File: config.mk
export PLATFORM = sky130hd
export DESIGN_NAME = udp_ram_port_ctrl
export DESIGN_NICKNAME = d
export VERILOG_FILES = /design/src/rtl/udp_ctrl_pkg.sv /design/src/rtl/udp_ram_port_ctrl.sv
export SDC_FILE = /design/constraint.sdc
export NUM_CORES = 1
export LEC_CHECK = 0
export CAP_MARGIN = 15
export CORE_MARGIN = 2
export CORE_UTILIZATION = 31
export CTS_CLUSTER_DIAMETER = 120
export DETAILED_ROUTE_END_ITERATION = 10
export PLACE_DENSITY = 0.66
export SYNTH_ARGS = -nofsm -noshare
export SYNTH_HDL_FRONTEND = slang
export SYNTH_SLANG_ARGS = --single-unit
export TNS_END_PERCENT = 10
File: constraint.sdc
create_clock -name e_rxc -period 2.2 [get_ports e_rxc]
set_input_delay 0.22 -clock e_rxc [delete_from_list [all_inputs] [get_ports e_rxc]]
set_output_delay 0.22 -clock e_rxc [all_outputs]
set_load 0.02 [all_outputs]
File: src/rtl/udp_ctrl_pkg.sv
// Shared types and constants for the UDP loopback RAM port controller.
// Holds the default payload table and the default TX lengths.
package udp_ctrl_pkg;

  typedef enum logic [1:0] {
    ST_PRELOAD     = 2'd0,
    ST_RUN         = 2'd1,
    ST_RELOAD_PEND = 2'd2
  } state_t;

  localparam int          MSG_WORDS         = 5;
  localparam logic [15:0] UDP_DEF_DATA_LEN  = 16'd28;
  localparam logic [15:0] IP_DEF_TOTAL_LEN  = 16'd48;

  // "HELLO ALINX AX7101\n\r", first byte in the top lane
  function automatic logic [31:0] msg_word(input logic [2:0] idx);
    logic [31:0] w;
    case (idx)
      3'd0:    w = 32'h48454C4C;
      3'd1:    w = 32'h4F20414C;
      3'd2:    w = 32'h494E5820;
      3'd3:    w = 32'h41583731;
      3'd4:    w = 32'h30310A0D;
      default: w = 32'h00000000;
    endcase
    return w;
  endfunction

endpackage

File: src/rtl/udp_ram_port_ctrl.sv
// Owns write port A of the UDP loopback RAM: preloads the default payload,
// then mirrors the UDP receiver, and selects the TX length pair.
//
// state          | meaning
// ST_PRELOAD     | writing the default payload, receiver writes dropped
// ST_RUN         | port mirrors the receiver
// ST_RELOAD_PEND | reload requested, waiting for the receiver to go idle
module udp_ram_port_ctrl
  import udp_ctrl_pkg::*;
#(
  parameter int          ADDR_W        = 9,
  parameter int          BASE_ADDR     = 1,
  parameter logic [15:0] DEF_DATA_LEN  = UDP_DEF_DATA_LEN,
  parameter logic [15:0] DEF_TOTAL_LEN = IP_DEF_TOTAL_LEN
) (
  input  logic              e_rxc,
  input  logic              reset_n,
  input  logic              reload,
  input  logic              rx_busy,
  input  logic              rx_wr_en,
  input  logic [ADDR_W-1:0] rx_wr_addr,
  input  logic [31:0]       rx_wr_data,
  input  logic              rx_data_receive,
  input  logic [15:0]       rx_data_length,
  input  logic [15:0]       rx_total_length,
  output logic              ram_wea,
  output logic [ADDR_W-1:0] ram_addra,
  output logic [31:0]       ram_dina,
  output logic              preload_done,
  output logic [15:0]       tx_data_length,
  output logic [15:0]       tx_total_length,
  output logic [15:0]       rx_drop_cnt
);

  localparam logic [ADDR_W-1:0] BASE     = BASE_ADDR[ADDR_W-1:0];
  localparam logic [2:0]        LAST_IDX = 3'(MSG_WORDS - 1);

  state_t              state, state_nxt;
  logic [2:0]          idx, idx_nxt;
  logic                rx_seen, rx_seen_nxt;
  logic                wea_nxt;
  logic [ADDR_W-1:0]   addra_nxt;
  logic [31:0]         dina_nxt;
  logic                done_nxt;
  logic [15:0]         drop_nxt;
  logic                rx_idle;

  assign rx_idle = !rx_busy && !rx_wr_en;

  always_ff @(posedge e_rxc or negedge reset_n) begin
    if (!reset_n) begin
      state        <= ST_PRELOAD;
      idx          <= 3'd0;
      rx_seen      <= 1'b0;
      ram_wea      <= 1'b0;
      ram_addra    <= '0;
      ram_dina     <= 32'h0;
      preload_done <= 1'b0;
      rx_drop_cnt  <= 16'h0;
    end else begin
      state        <= state_nxt;
      idx          <= idx_nxt;
      rx_seen      <= rx_seen_nxt;
      ram_wea      <= wea_nxt;
      ram_addra    <= addra_nxt;
      ram_dina     <= dina_nxt;
      preload_done <= done_nxt;
      rx_drop_cnt  <= drop_nxt;
    end
  end

  always_comb begin
    state_nxt   = state;
    idx_nxt     = idx;
    rx_seen_nxt = rx_seen;
    wea_nxt     = 1'b0;
    addra_nxt   = ram_addra;
    dina_nxt    = ram_dina;
    done_nxt    = preload_done;
    drop_nxt    = rx_drop_cnt;
    case (state)
      ST_PRELOAD: begin
        wea_nxt   = 1'b1;
        addra_nxt = BASE + ADDR_W'(idx);
        dina_nxt  = msg_word(idx);
        if (rx_wr_en && rx_drop_cnt != 16'hFFFF)
          drop_nxt = rx_drop_cnt + 16'd1;
        if (idx == LAST_IDX) begin
          state_nxt = ST_RUN;
          done_nxt  = 1'b1;
          idx_nxt   = 3'd0;
        end else begin
          idx_nxt = idx + 3'd1;
        end
      end
      ST_RUN, ST_RELOAD_PEND: begin
        wea_nxt   = rx_wr_en;
        addra_nxt = rx_wr_addr;
        dina_nxt  = rx_wr_data;
        if (rx_data_receive)
          rx_seen_nxt = 1'b1;
        // a pending reload only fires once the receiver is between frames
        if (reload || state == ST_RELOAD_PEND) begin
          if (rx_idle) begin
            state_nxt   = ST_PRELOAD;
            done_nxt    = 1'b0;
            rx_seen_nxt = 1'b0;
          end else begin
            state_nxt = ST_RELOAD_PEND;
          end
        end
      end
      default: state_nxt = ST_PRELOAD;
    endcase
  end

  always_ff @(posedge e_rxc or negedge reset_n) begin
    if (!reset_n) begin
      tx_data_length  <= DEF_DATA_LEN;
      tx_total_length <= DEF_TOTAL_LEN;
    end else begin
      tx_data_length  <= rx_seen ? rx_data_length  : DEF_DATA_LEN;
      tx_total_length <= rx_seen ? rx_total_length : DEF_TOTAL_LEN;
    end
  end

endmodule

Yosys cells after proc, flatten, opt, wreduce, memory -nomap -nowiden
Index checks and enable logic that the tools add are counted.
{ "totals": {"register_bits": 97, "latchBits": 0, "ram_bits": 0, "romBits": 0, "inputBits": 79, "output_inout_bits": 91, "word_cells": 53, "mem_count": 0} }
{ "classes": {"n_addsub": 3, "mul": 0, "div": 0, "n_lt_le_gt_ge": 0, "eq_ne": 10, "shift": 0, "muxes": 18, "bitwise": 0, "reduce_logical": 12} }
{ "ops": {"columns": ["op", "n"], "rows": [
  ["$pmux 31 s5", 1],
  ["$pmux 32 s2", 1],
  ["$mux 16", 2],
  ["$pmux 9 s2", 1],
  ["$add 16x1->16 const B", 1],
  ["$ne 16x16->1 const B", 1],
  ["$eq 3x2->1 const B", 2],
  ["$mux 1", 6],
  ["$mux 2", 3],
  ["$ne 2x2->1 const B", 3],
  ["$add 1x3->4 const A", 1],
  ["$pmux 1 s2", 2],
  ["$pmux 2 s2", 1],
  ["$reduce_and 2->1", 2],
  ["$reduce_and 4->1", 1],
  ["$add 3x1->3 const B", 1],
  ["$eq 3x1->1 const B", 1],
  ["$eq 3x3->1 const B", 1],
  ["$logic_not 3->1", 1],
  ["$mux 3", 1],
  ["$eq 2x1->1 const B", 1],
  ["$eq 2x2->1 const B", 1],
  ["$logic_and 1x1->1", 2],
  ["$logic_not 1->1", 2],
  ["4 further kinds", 4]
]} }

Depth between registers and ports, before layout
Gate-level depths: netlist (run 1).
{ "logic_depth": {"depth_word": 5, "depth_mapped": 7, "ltp_nobuf": 6} }

Least setup slack after synthesis (run 1)
No wires, ideal clock.
{ "synth_timing": {"path_kind": "flip-flop to flip-flop", "startpoint": "register rx_drop_cnt[0]", "endpoint": "register rx_drop_cnt[1]", "arrival_time_ns": 1.693, "slack_ns": 0.382, "path_stages_with_launch": 5, "path_buffers": 0, "synth_period_minus_slack_ns": 1.818, "cell_sequence": "dfrtp_1 ha_1 nand3_1 o41ai_4 mux2_2"} }
{ "synth_between": {"elab_chain_len": 3, "word_cells_on_any_way": 4} }
{ "synth_lines": {"columns": ["item", "line_no", "text"], "rows": [
  ["start, declared", "udp_ram_port_ctrl.sv:32", "output logic [15:0] rx_drop_cnt"],
  ["start signal, assigned", "udp_ram_port_ctrl.sv:68", "rx_drop_cnt <= drop_nxt;"],
  ["parallel branches: the longest is 3 deep, another holds $add 16x1->16", null, null]
]} }
Several ways; the timed one is not identified.
A chain may end at the register's enable or synchronous reset.

Worst setup path in the final report (run 1)
{ "layout_timing": {"startpoint": "register state[0]", "endpoint": "register ram_dina[10]"} }
{ "layout_between": {"elab_chain_len": 3, "word_cells_on_any_way": 6} }
{ "layout_lines": {"columns": ["item", "line_no", "text"], "rows": [
  ["start, declared", "udp_ram_port_ctrl.sv:38", "state_t state, state_nxt;"],
  ["start signal, assigned", "udp_ram_port_ctrl.sv:61", "state <= state_nxt;"],
  ["$eq 2x2->1 / $eq 2x1->1 (equally long branches)", "udp_ram_port_ctrl.sv:81", "case (state)"],
  ["$reduce_or 2->1", "udp_ram_port_ctrl.sv:81", null],
  ["$pmux 32 s2 / $reduce_bool 2->1 (equally long branches)", null, null],
  ["end signal, assigned", "udp_ram_port_ctrl.sv:66", "ram_dina <= dina_nxt;"],
  ["end, declared", "udp_ram_port_ctrl.sv:28", "output logic [31:0] ram_dina,"]
]} }
Several ways; a longest one is shown, not always the timed one.

==> impl_metrics.yaml, run 1 <==
global_routing:
  grt_pass1_wl_um: 17800
  overflow: 0
  grtUsageMet3: 0.0637
  antenna_found_initial: 0
  first_global_vias: 3492
  gr-usage-met2: 0.245
  grt_max_degree: 57
  grt_usage: 0.160
  gr-max-usage-layer: "met2"
  grtUsageMet1: 0.201
logic_synthesis:
  syn_nets: 456
  synth_top_area_frac: 0.566
  synthXorXnorAreaFrac: 0.0301
  ys_warn_count: 0
  synth_edf_count: 0
  ys.flop_type: "dfrtp_1"
  postSynth.asyncResetShare: 1.00
  synth_fa_ha_area_frac: 0.0277
  synth_area_leader_cell: "dfrtp_1"
  muxShareOfSynthArea: 0.0184
  synth.distinct_cells: 45
  synth_top_family_by_area: "simple AND/OR/NAND/NOR gates"
  yosys.area_share.simple: 0.162
  synth_compound_area_frac: 0.134
  ys_ff_latch: 97
  ys_seq_area_frac: 0.598
  syn_area_per_cell_um2: 11.1
  synthTopCellsByArea: "dfrtp_1, and2_1, o21ai_0"
  syn_area_um2: 4070
  syn_inst: 368
place:
  dp.cells: 696
  gp_congestion: 0.811
  portBuffers: 169
  dpl.hpwl_um: 7990
setup_path:
  path_cells: "inv_1 -> ha_1 -> buf_4 -> a211oi_1 -> a221oi_1 -> a21oi_1"
  crit_required_ns: 2.47
  worstSetupPathType: "flop to flop"
  worstSetupStartpointType: "flop"
  critPathCaptureType: "flop"
  max_stage_delay_ns: 0.50
  crit_arrival_ns: 2.26
  slowest_stage: "a211oi_1"
  path_max_fanout: 26
power_and_ir_drop:
  swShare: 0.370
  powerDensity_nw_per_um2: 1340
  ir_drop_uv: 573
  clkPwrFrac: 0.214
  power.total_w: 0.00848
  comb_power_share: 0.452
  leakage_nw: 2.64
  switchingPower_w: 0.00314
  p_int_w: 0.00534
  seqPwrFrac: 0.334
cts:
  cts_made_buffers: 9
  post_cts_resized: 0
  htreeDepth: 3
  cts_sinks: 97
  root_buffer: "clkbuf_16"
  cts_setup_buffers: 0
  clock_latency_ns: 0.35
  cts_tree: "done"
  clockBufferDepth: 2
  clkTransAtPathRegs_ns: 0.07
layout:
  seqCellArea_um2: 2430
  final_cells: 713
  fin_util: 0.497
  area_delta_synth_final_pct: 55.4
  fillers: 1172
  diodes: 0
  drive_gt1_frac: 0.0702
  multi_input_area_um2: 1520
  fin_nets: 624
sta:
  fin_hold_ws_ns: 0.357
  fin_crit_sh: 0.904
  max_freq_ghz: 0.503
  finalSetupViolCount: 0
  hold_violations: 0
  rsz0062_at_grt: "false"
  finalClockSkew_ns: 0.00405
  min_period_ns: 1.99
  slew_violations: 0
  relSlewSlack: 0.442
  tightestPinTransition_ns: 0.837
  fin_setup_tns_ns: 0
floorplanning:
  rows: 41
  io_pins: 170
  fp.dieArea_um2: 14100
  die_w_um: 119
  core-area_um2: 12700
  die_h_um: 119
  initial_core_util: 0.320
routing:
  wire_per_inst_um: 15.2
  ant_nets: 0
  num_vias: 3338
  drt_iter0_drc: 112
  via_per_inst: 4.68
  drt_first_pass_iters: 4
  drc: 0
  wl_um: 10800
hold_path:
  min_path_type: "primary input to async pin"
run:
  timing.max_cap.violations: 0
outcome:
  status: "finished, final reports clean"
[area by class of cell]
class / instances / area share
clock buffers: 11 / 0.0384
clock inverters: 5 / 0.0162
inverters: 13 / 0.00772
multi-input cells: 240 / 0.240
flip-flops and latches: 97 / 0.385
well taps: 172 / 0.0340
repair buffers: 175 / 0.279
[synthesized netlist by cell type, drive strengths merged (3+ instances only)]
| master | n |
|---|---|
| nand2 | 39 |
| a22o | 7 |
| nor2b | 3 |
| nand3 | 9 |
| buf | 6 |
| mux2 | 4 |
| and2 | 28 |
| mux2i | 3 |
| ha | 9 |
| a221o | 3 |
| xor2 | 3 |
| nor3 | 4 |
| nor4 | 4 |
| nand4 | 6 |
| inv | 12 |
| nand2b | 8 |
| dfstp | 5 |
| a221oi | 4 |
| dfrtp | 92 |
| a21oi | 26 |
| xnor2 | 11 |
| a211oi | 5 |
| o21ai | 34 |
| nor2 | 12 |
| clkbuf | 12 |
[flip-flops by register name (all words and copies together) (netlist names)]
register,cells
idx,3
preload_done,1
ram_addra,9
ram_dina,32
ram_wea,1
rx_drop_cnt,16
rx_seen,1
state,2
tx_data_length,16
tx_total_length,16
[repair_timing]
| item | in CTS | in global routing |
|---|---|---|
| hold buffers | 1 | 0 |
| hold endpoints to repair | 26 | 0 |
| endpoints found under the setup margin | 0 | 0 |
[stage by stage]
step / area (um^2) / setup slack [ns]
final: 6320 / 0.212
after global routing: 6320 / 0.0203
after CTS: 6320 / 0.224
after detailed placement: 5970 / 0.235
after global placement: 5970 / 0.373
after floorplan: 4070 / 0.382
[power by group through the flow]
stage | registers [W] | logic, W | clock network (W)
floorplan | 0.00348 | 0.00143 | 0
CTS | 0.00284 | 0.00387 | 0.00186
detailed placement | 0.00287 | 0.00384 | 0
global placement | 0.00284 | 0.00379 | 0
finish | 0.00284 | 0.00383 | 0.00181
global route | 0.00292 | 0.00417 | 0.00193
[placed cells by master (no fill, tap or decap), types with 3 or more instances in the layout]
cell             synthesis  routed
xnor2_1                 11      11
nand2b_1                 8       8
nor2_1                  11      11
clkbuf_16                0       9
ha_1                     9       8
nor3_1                   4       4
inv_1                   12      12
dfrtp_1                 92      92
a211oi_1                 5       5
a22o_1                   7       7
mux2i_1                  3       3
nor4_1                   4       4
a221o_1                  3       3
nand2_1                 39      39
o21ai_0                 34      34
nand4_1                  5       5
xor2_1                   3       3
clkdlybuf4s50_1          0     168
a221oi_1                 4       4
nand3_1                  9       9
bufinv_16                0       3
a21oi_1                 26      26
dfstp_2                  5       5
buf_4                    0       4
nor2b_1                  3       3
mux2_2                   4       4
and2_1                  28      28
[worst max-delay path: cells and delay by family, from the launching register on]
family | cells | cell delay, ns
DFF | 1 | 0.39
AOI/OAI and AO/OA | 3 | 0.86
adders and majority gates | 1 | 0.33
buffers and inverters | 2 | 0.32
[path summary, 6_finish.rpt]
kind,startpoint,end,slack (ns),depth (start not counted)
min in group e_rxc,rx_data_length[4],tx_data_length[4],0.39,2
max in group asynchronous,reset_n,ram_dina[9],1.20,3
worst max register to register,state[0],ram_dina[10],0.21,6
worst max-delay path,state[0],ram_dina[10],0.21,6
worst min register to register,ram_dina[19],ram_dina[19],0.49,2
worst min-delay path,reset_n,tx_total_length[10],0.36,2
[cells by family (layout without fill, tap and decap cells)]
family	after synthesis	after routing
simple gates	123	123
flops	97	97
compound gates	87	87
buf+inv	31	204
xor+xnor	14	14
fa+ha+maj	9	9
mux	7	7
[metal layers]
layer  wire length, um  part of all wire
met5                 0                 0
met2              4940              0.46
met4               215             0.020
met3               929             0.086
met1              4740              0.44
(Power assumes the default switching activity.)
==> inputs of run 2 (changes only) <==
--- a/config.mk
+++ b/config.mk
@@ -10,7 +10,7 @@
 export CORE_UTILIZATION = 31
 export CTS_CLUSTER_DIAMETER = 120
 export DETAILED_ROUTE_END_ITERATION = 10
-export PLACE_DENSITY = 0.66
+export PLACE_DENSITY = 0.61
 export SYNTH_ARGS = -nofsm -noshare
 export SYNTH_HDL_FRONTEND = slang
 export SYNTH_SLANG_ARGS = --single-unit
==> impl_metrics.yaml, run 2 (synthesis results as in run 1) <==
cts:
  clkTransAtPathRegs_ns: 0.07
  cts_made_buffers: 9
  clockBufferDepth: 2
  clock_latency_ns: 0.35
  cts_tree: "done"
  root_buffer: "clkbuf_16"
  cts_sinks: 97
  htreeDepth: 3
floorplanning:
  die_h_um: 119
  io_pins: 170
  fp.dieArea_um2: 14100
  core-area_um2: 12700
  initial_core_util: 0.320
  rows: 41
  die_w_um: 119
layout:
  final_common_cell: "clkdlybuf4s50_1"
  fin_nets: 625
  final_cells: 714
  drive_gt1_frac: 0.0720
  largest_register_ffs: 32
  top_register: "ram_dina"
  stdcell_area_um2: 6270
  area_delta_synth_final_pct: 54.2
  final_cell_mix: "clkdlybuf4s50_1, dfrtp_1, nand2_1"
  diodes: 0
global_routing:
  grt_pass1_wl_um: 17900
  grt_usage: 0.162
  grt_max_degree: 56
  overflow: 0
  first_global_vias: 3445
  antenna_found_initial: 0
sta:
  setup_slack_ns: 0.191
  finalSetupViolCount: 0
  finalClockSkew_ns: 0.00733
  rsz0062_at_grt: "false"
  min_period_ns: 2.01
  tightestPinTransition_ns: 0.807
  fin_crit_sh: 0.913
  hold_violations: 0
  slew_violations: 0
  fin_setup_tns_ns: 0
  max_freq_ghz: 0.498
  relSlewSlack: 0.462
hold_path:
  hp-start: "rx_total_length[5]"
  min_path_cells: 2
  hold_end: "tx_total_length[5]"
  min_path_type: "primary input to flop"
routing:
  ant_nets: 0
  via_per_inst: 4.65
  drt_first_pass_iters: 4
  wire_per_inst_um: 15.3
  num_vias: 3321
  drc: 0
  wl_um: 10900
  drt_iter0_drc: 130
setup_path:
  crit_arrival_ns: 2.21
  worstSetupStartpointType: "flop"
  worstSetupPathType: "flop to flop"
  reg2regPathDepth: 6
  rr_endpoint: "preload_done"
  reg2reg_slack_ns: 0.19
  critPathCaptureType: "flop"
  crit_required_ns: 2.40
  path_max_fanout: 8
  r2r-start: "idx[1]"
place:
  dp.cells: 697
  dpl_cell_area_um2: 5960
  portBuffers: 169
  dp_slack_ns: 0.146
  gp_congestion: 0.777
  dpl.hpwl_um: 8020
power_and_ir_drop:
  leakage_nw: 2.62
  ir_drop_uv: 571
  seqPwrFrac: 0.344
  switchingPower_w: 0.00313
  powerDensity_nw_per_um2: 1320
  swShare: 0.379
  p_int_w: 0.00513
  comb_power_share: 0.468
  clkPwrFrac: 0.188
outcome:
  status: "finished, final reports clean"
run:
  timing.max_cap.violations: 0
## run 2: changes by cell type in the layout (fill, tap and decap cells not counted), sizes merged
| cell | change |
|---|---|
| bufinv | -2 |
| clkbuf | +2 |
| buf | +1 |
## run 2: layer usage
layer / vias up / wire [um] / global-route usage
li1: 1614 / - / -
met1: 1570 / 4740 / 0.205
met2: 127 / 5080 / 0.253
met3: 10 / 905 / 0.0584
met4: 0 / 199 / 0.0647
met5: - / 0 / 0
## run 2: critical path, stage by stage (launching register included)
cell and delay (ns):
dfrtp_1 0.41, inv_1 0.18, ha_1 0.33, nand2_2 0.17, a22o_1 0.31, o41ai_1 0.30, o31ai_1 0.15
## run 2: layout make-up
cell class / count / area [um^2]
well taps: 172 / 215
multi-input cells: 240 / 1530
clock buffers: 13 / 250
repair buffers: 176 / 1760
flip-flops and latches: 97 / 2430
inverters: 13 / 48.8
fillers: 1215 / 6450
clock inverters: 3 / 42.5
## run 2: how the worst max path moves through the flow
stage / from / endpoint / slack (ns) / cells past startpoint
after floorplan: rx_drop_cnt[0] / rx_drop_cnt[1] / 0.38 / 4
after global placement: idx[1] / preload_done / 0.34 / 6
after detailed placement: idx[1] / preload_done / 0.15 / 6
after CTS: idx[1] / preload_done / 0.13 / 6
after global routing: idx[1] / preload_done / 0.09 / 6
final: idx[1] / preload_done / 0.19 / 6
## run 2: repair_timing
item	in CTS	in global routing
hold endpoints to repair	42	0
resized for setup	0	2
hold buffers	1	0
setup buffers	0	0
setup endpoints to repair	0	3
## run 2: through the flow
step,hold WS [ns],total power [W],util
6_report,0.395,0.00826,0.493
5_1_grt,0.402,0.00881,0.493
4_1_cts,0.381,0.00836,0.493
3_5_place_dp,0.260,0.00674,0.469
3_3_place_gp,0.253,0.00667,0.469
2_1_floorplan,-0.0756,0.00491,-
## run 2: power by group through the flow
stage | combinational, W | clock (W) | sequential [W]
4_1_cts | 0.00389 | 0.00161 | 0.00285
3_5_place_dp | 0.00386 | 0 | 0.00287
2_1_floorplan | 0.00143 | 0 | 0.00348
6_report | 0.00386 | 0.00156 | 0.00284
5_1_grt | 0.00419 | 0.00169 | 0.00293
3_3_place_gp | 0.00382 | 0 | 0.00285
==> inputs of run 3 (changes only) <==
--- a/config.mk
+++ b/config.mk
@@ -10,7 +10,7 @@
 export CORE_UTILIZATION = 31
 export CTS_CLUSTER_DIAMETER = 120
 export DETAILED_ROUTE_END_ITERATION = 10
-export PLACE_DENSITY = 0.61
+export PLACE_DENSITY = 0.68
 export SYNTH_ARGS = -nofsm -noshare
 export SYNTH_HDL_FRONTEND = slang
 export SYNTH_SLANG_ARGS = --single-unit
==> impl_metrics.yaml, run 3 (synthesis results as in run 1) <==
outcome:
  status: "finished, final reports clean"
cts:
  cts_made_buffers: 9
  root_buffer: "clkbuf_16"
  clkTransAtPathRegs_ns: 0.06
  cts_sinks: 97
  htreeDepth: 3
  postCtsHoldBufs: 1
  clockBufferDepth: 2
  clock_latency_ns: 0.34
  post_cts_resized: 0
  cts_setup_buffers: 0
  cts_tree: "done"
routing:
  wl_um: 11000
  drt_first_pass_iters: 4
  num_vias: 3374
  drt_iter0_drc: 156
  via_per_inst: 4.70
  ant_nets: 0
  wire_per_inst_um: 15.3
  drc: 0
run:
  timing.max_cap.violations: 0
place:
  dpl_cell_area_um2: 5990
  gp_congestion: 0.804
  portBuffers: 169
  dpl.hpwl_um: 8200
global_routing:
  grt_pass1_wl_um: 18200
  antenna_found_initial: 1
  grt_max_degree: 48
  first_global_vias: 3591
  grt_usage: 0.162
  overflow: 0
power_and_ir_drop:
  p_int_w: 0.00508
  seqPwrFrac: 0.347
  clkPwrFrac: 0.183
  comb_power_share: 0.470
  ir_drop_uv: 606
  swShare: 0.381
  powerDensity_nw_per_um2: 1300
  leakage_nw: 2.64
  switchingPower_w: 0.00312
sta:
  fin_setup_tns_ns: 0
  min_period_ns: 1.97
  relSlewSlack: 0.475
  slew_violations: 0
  tightestPinTransition_ns: 0.788
  rsz0062_at_grt: "false"
  max_freq_ghz: 0.507
  finalClockSkew_ns: 0.00286
  fin_crit_sh: 0.897
  finalSetupViolCount: 0
  hold_violations: 0
setup_path:
  rr_endpoint: "ram_dina[30]"
  crit_required_ns: 2.46
  crit_arrival_ns: 2.23
  worstSetupStartpointType: "flop"
  reg2reg_slack_ns: 0.23
  worstSetupPathType: "flop to flop"
  r2r-start: "idx[1]"
  reg2regPathDepth: 6
  critPathCaptureType: "flop"
  path_max_fanout: 7
floorplanning:
  core-area_um2: 12700
  die_h_um: 119
  initial_core_util: 0.320
  die_w_um: 119
  rows: 41
  fp.dieArea_um2: 14100
  io_pins: 170
layout:
  largest_register_ffs: 32
  area_delta_synth_final_pct: 54.5
  top_register: "ram_dina"
  drive_gt1_frac: 0.0789
  final_common_cell: "clkdlybuf4s50_1"
  final_cell_mix: "clkdlybuf4s50_1, dfrtp_1, nand2_1"
  fin_nets: 629
  stdcell_area_um2: 6290
hold_path:
  min_path_type: "primary input to flop"
  hold_end: "tx_total_length[4]"
  min_path_cells: 2
  hp-start: "rx_total_length[4]"
[run 3: changes by cell type in the layout (fill, tap and decap cells not counted), sizes merged]
| cell | delta |
|---|---|
| bufinv | -1 |
| buf | +4 |
| clkinv | +2 |
| diode | +1 |
| clkbuf | -1 |
| clkinvlp | -1 |
[run 3: power groups by stage]
stage / Clock, W / Combinational, W / Sequential (W)
after CTS: 0.00156 / 0.00390 / 0.00286
after detailed placement: 0 / 0.00387 / 0.00288
after global routing: 0.00163 / 0.00419 / 0.00293
after global placement: 0 / 0.00383 / 0.00285
final: 0.00150 / 0.00386 / 0.00285
after floorplan: 0 / 0.00143 / 0.00348
[run 3: how the worst max path moves through the flow]
stage | cells after the start | start | end
after floorplan | 4 | rx_drop_cnt[0] | rx_drop_cnt[1]
after global placement | 6 | state[0] | ram_dina[10]
after detailed placement | 6 | state[0] | state[1]
after CTS | 6 | idx[1] | ram_dina[30]
after global routing | 6 | state[0] | state[1]
final | 6 | idx[1] | ram_dina[30]
[run 3: stage by stage]
stage               instances  power [W]  utilization  setup WS (ns)  hold slack, ns
floorplan                 368    0.00491            -          0.382         -0.0756
global route              717    0.00875        0.494         0.0403           0.403
CTS                       717    0.00832        0.494          0.256           0.396
finish                    718    0.00820        0.494          0.227           0.409
global placement          701    0.00668        0.471          0.391           0.269
detailed placement        701    0.00676        0.471          0.281           0.280
[run 3: routing by layer]
layer,share of wire,wire [um],vias to the layer above,global-route usage
li1,-,-,1619,-
met1,0.42,4600,1624,0.201
met2,0.48,5300,118,0.264
met3,0.081,891,13,0.0545
met4,0.016,170,0,0.0528
met5,0,0,-,0
[run 3: area by class of cell]
class                      instances  area (um^2)
multi-input combinational        240         1520
timing repair buffer             180         1790
tap                              172          215
inverter                          13         48.8
clock inverter                     3         15.0
clock buffer                      12          267
fill                            1202         6430
sequential                        97         2430
antenna                            1         2.50
[run 3: worst max-delay path: stages (launching register included)]
cell,delay (ns)
dfrtp_1,0.41
inv_1,0.18
ha_1,0.31
inv_1,0.12
a211oi_1,0.53
a221oi_1,0.19
a21oi_1,0.16
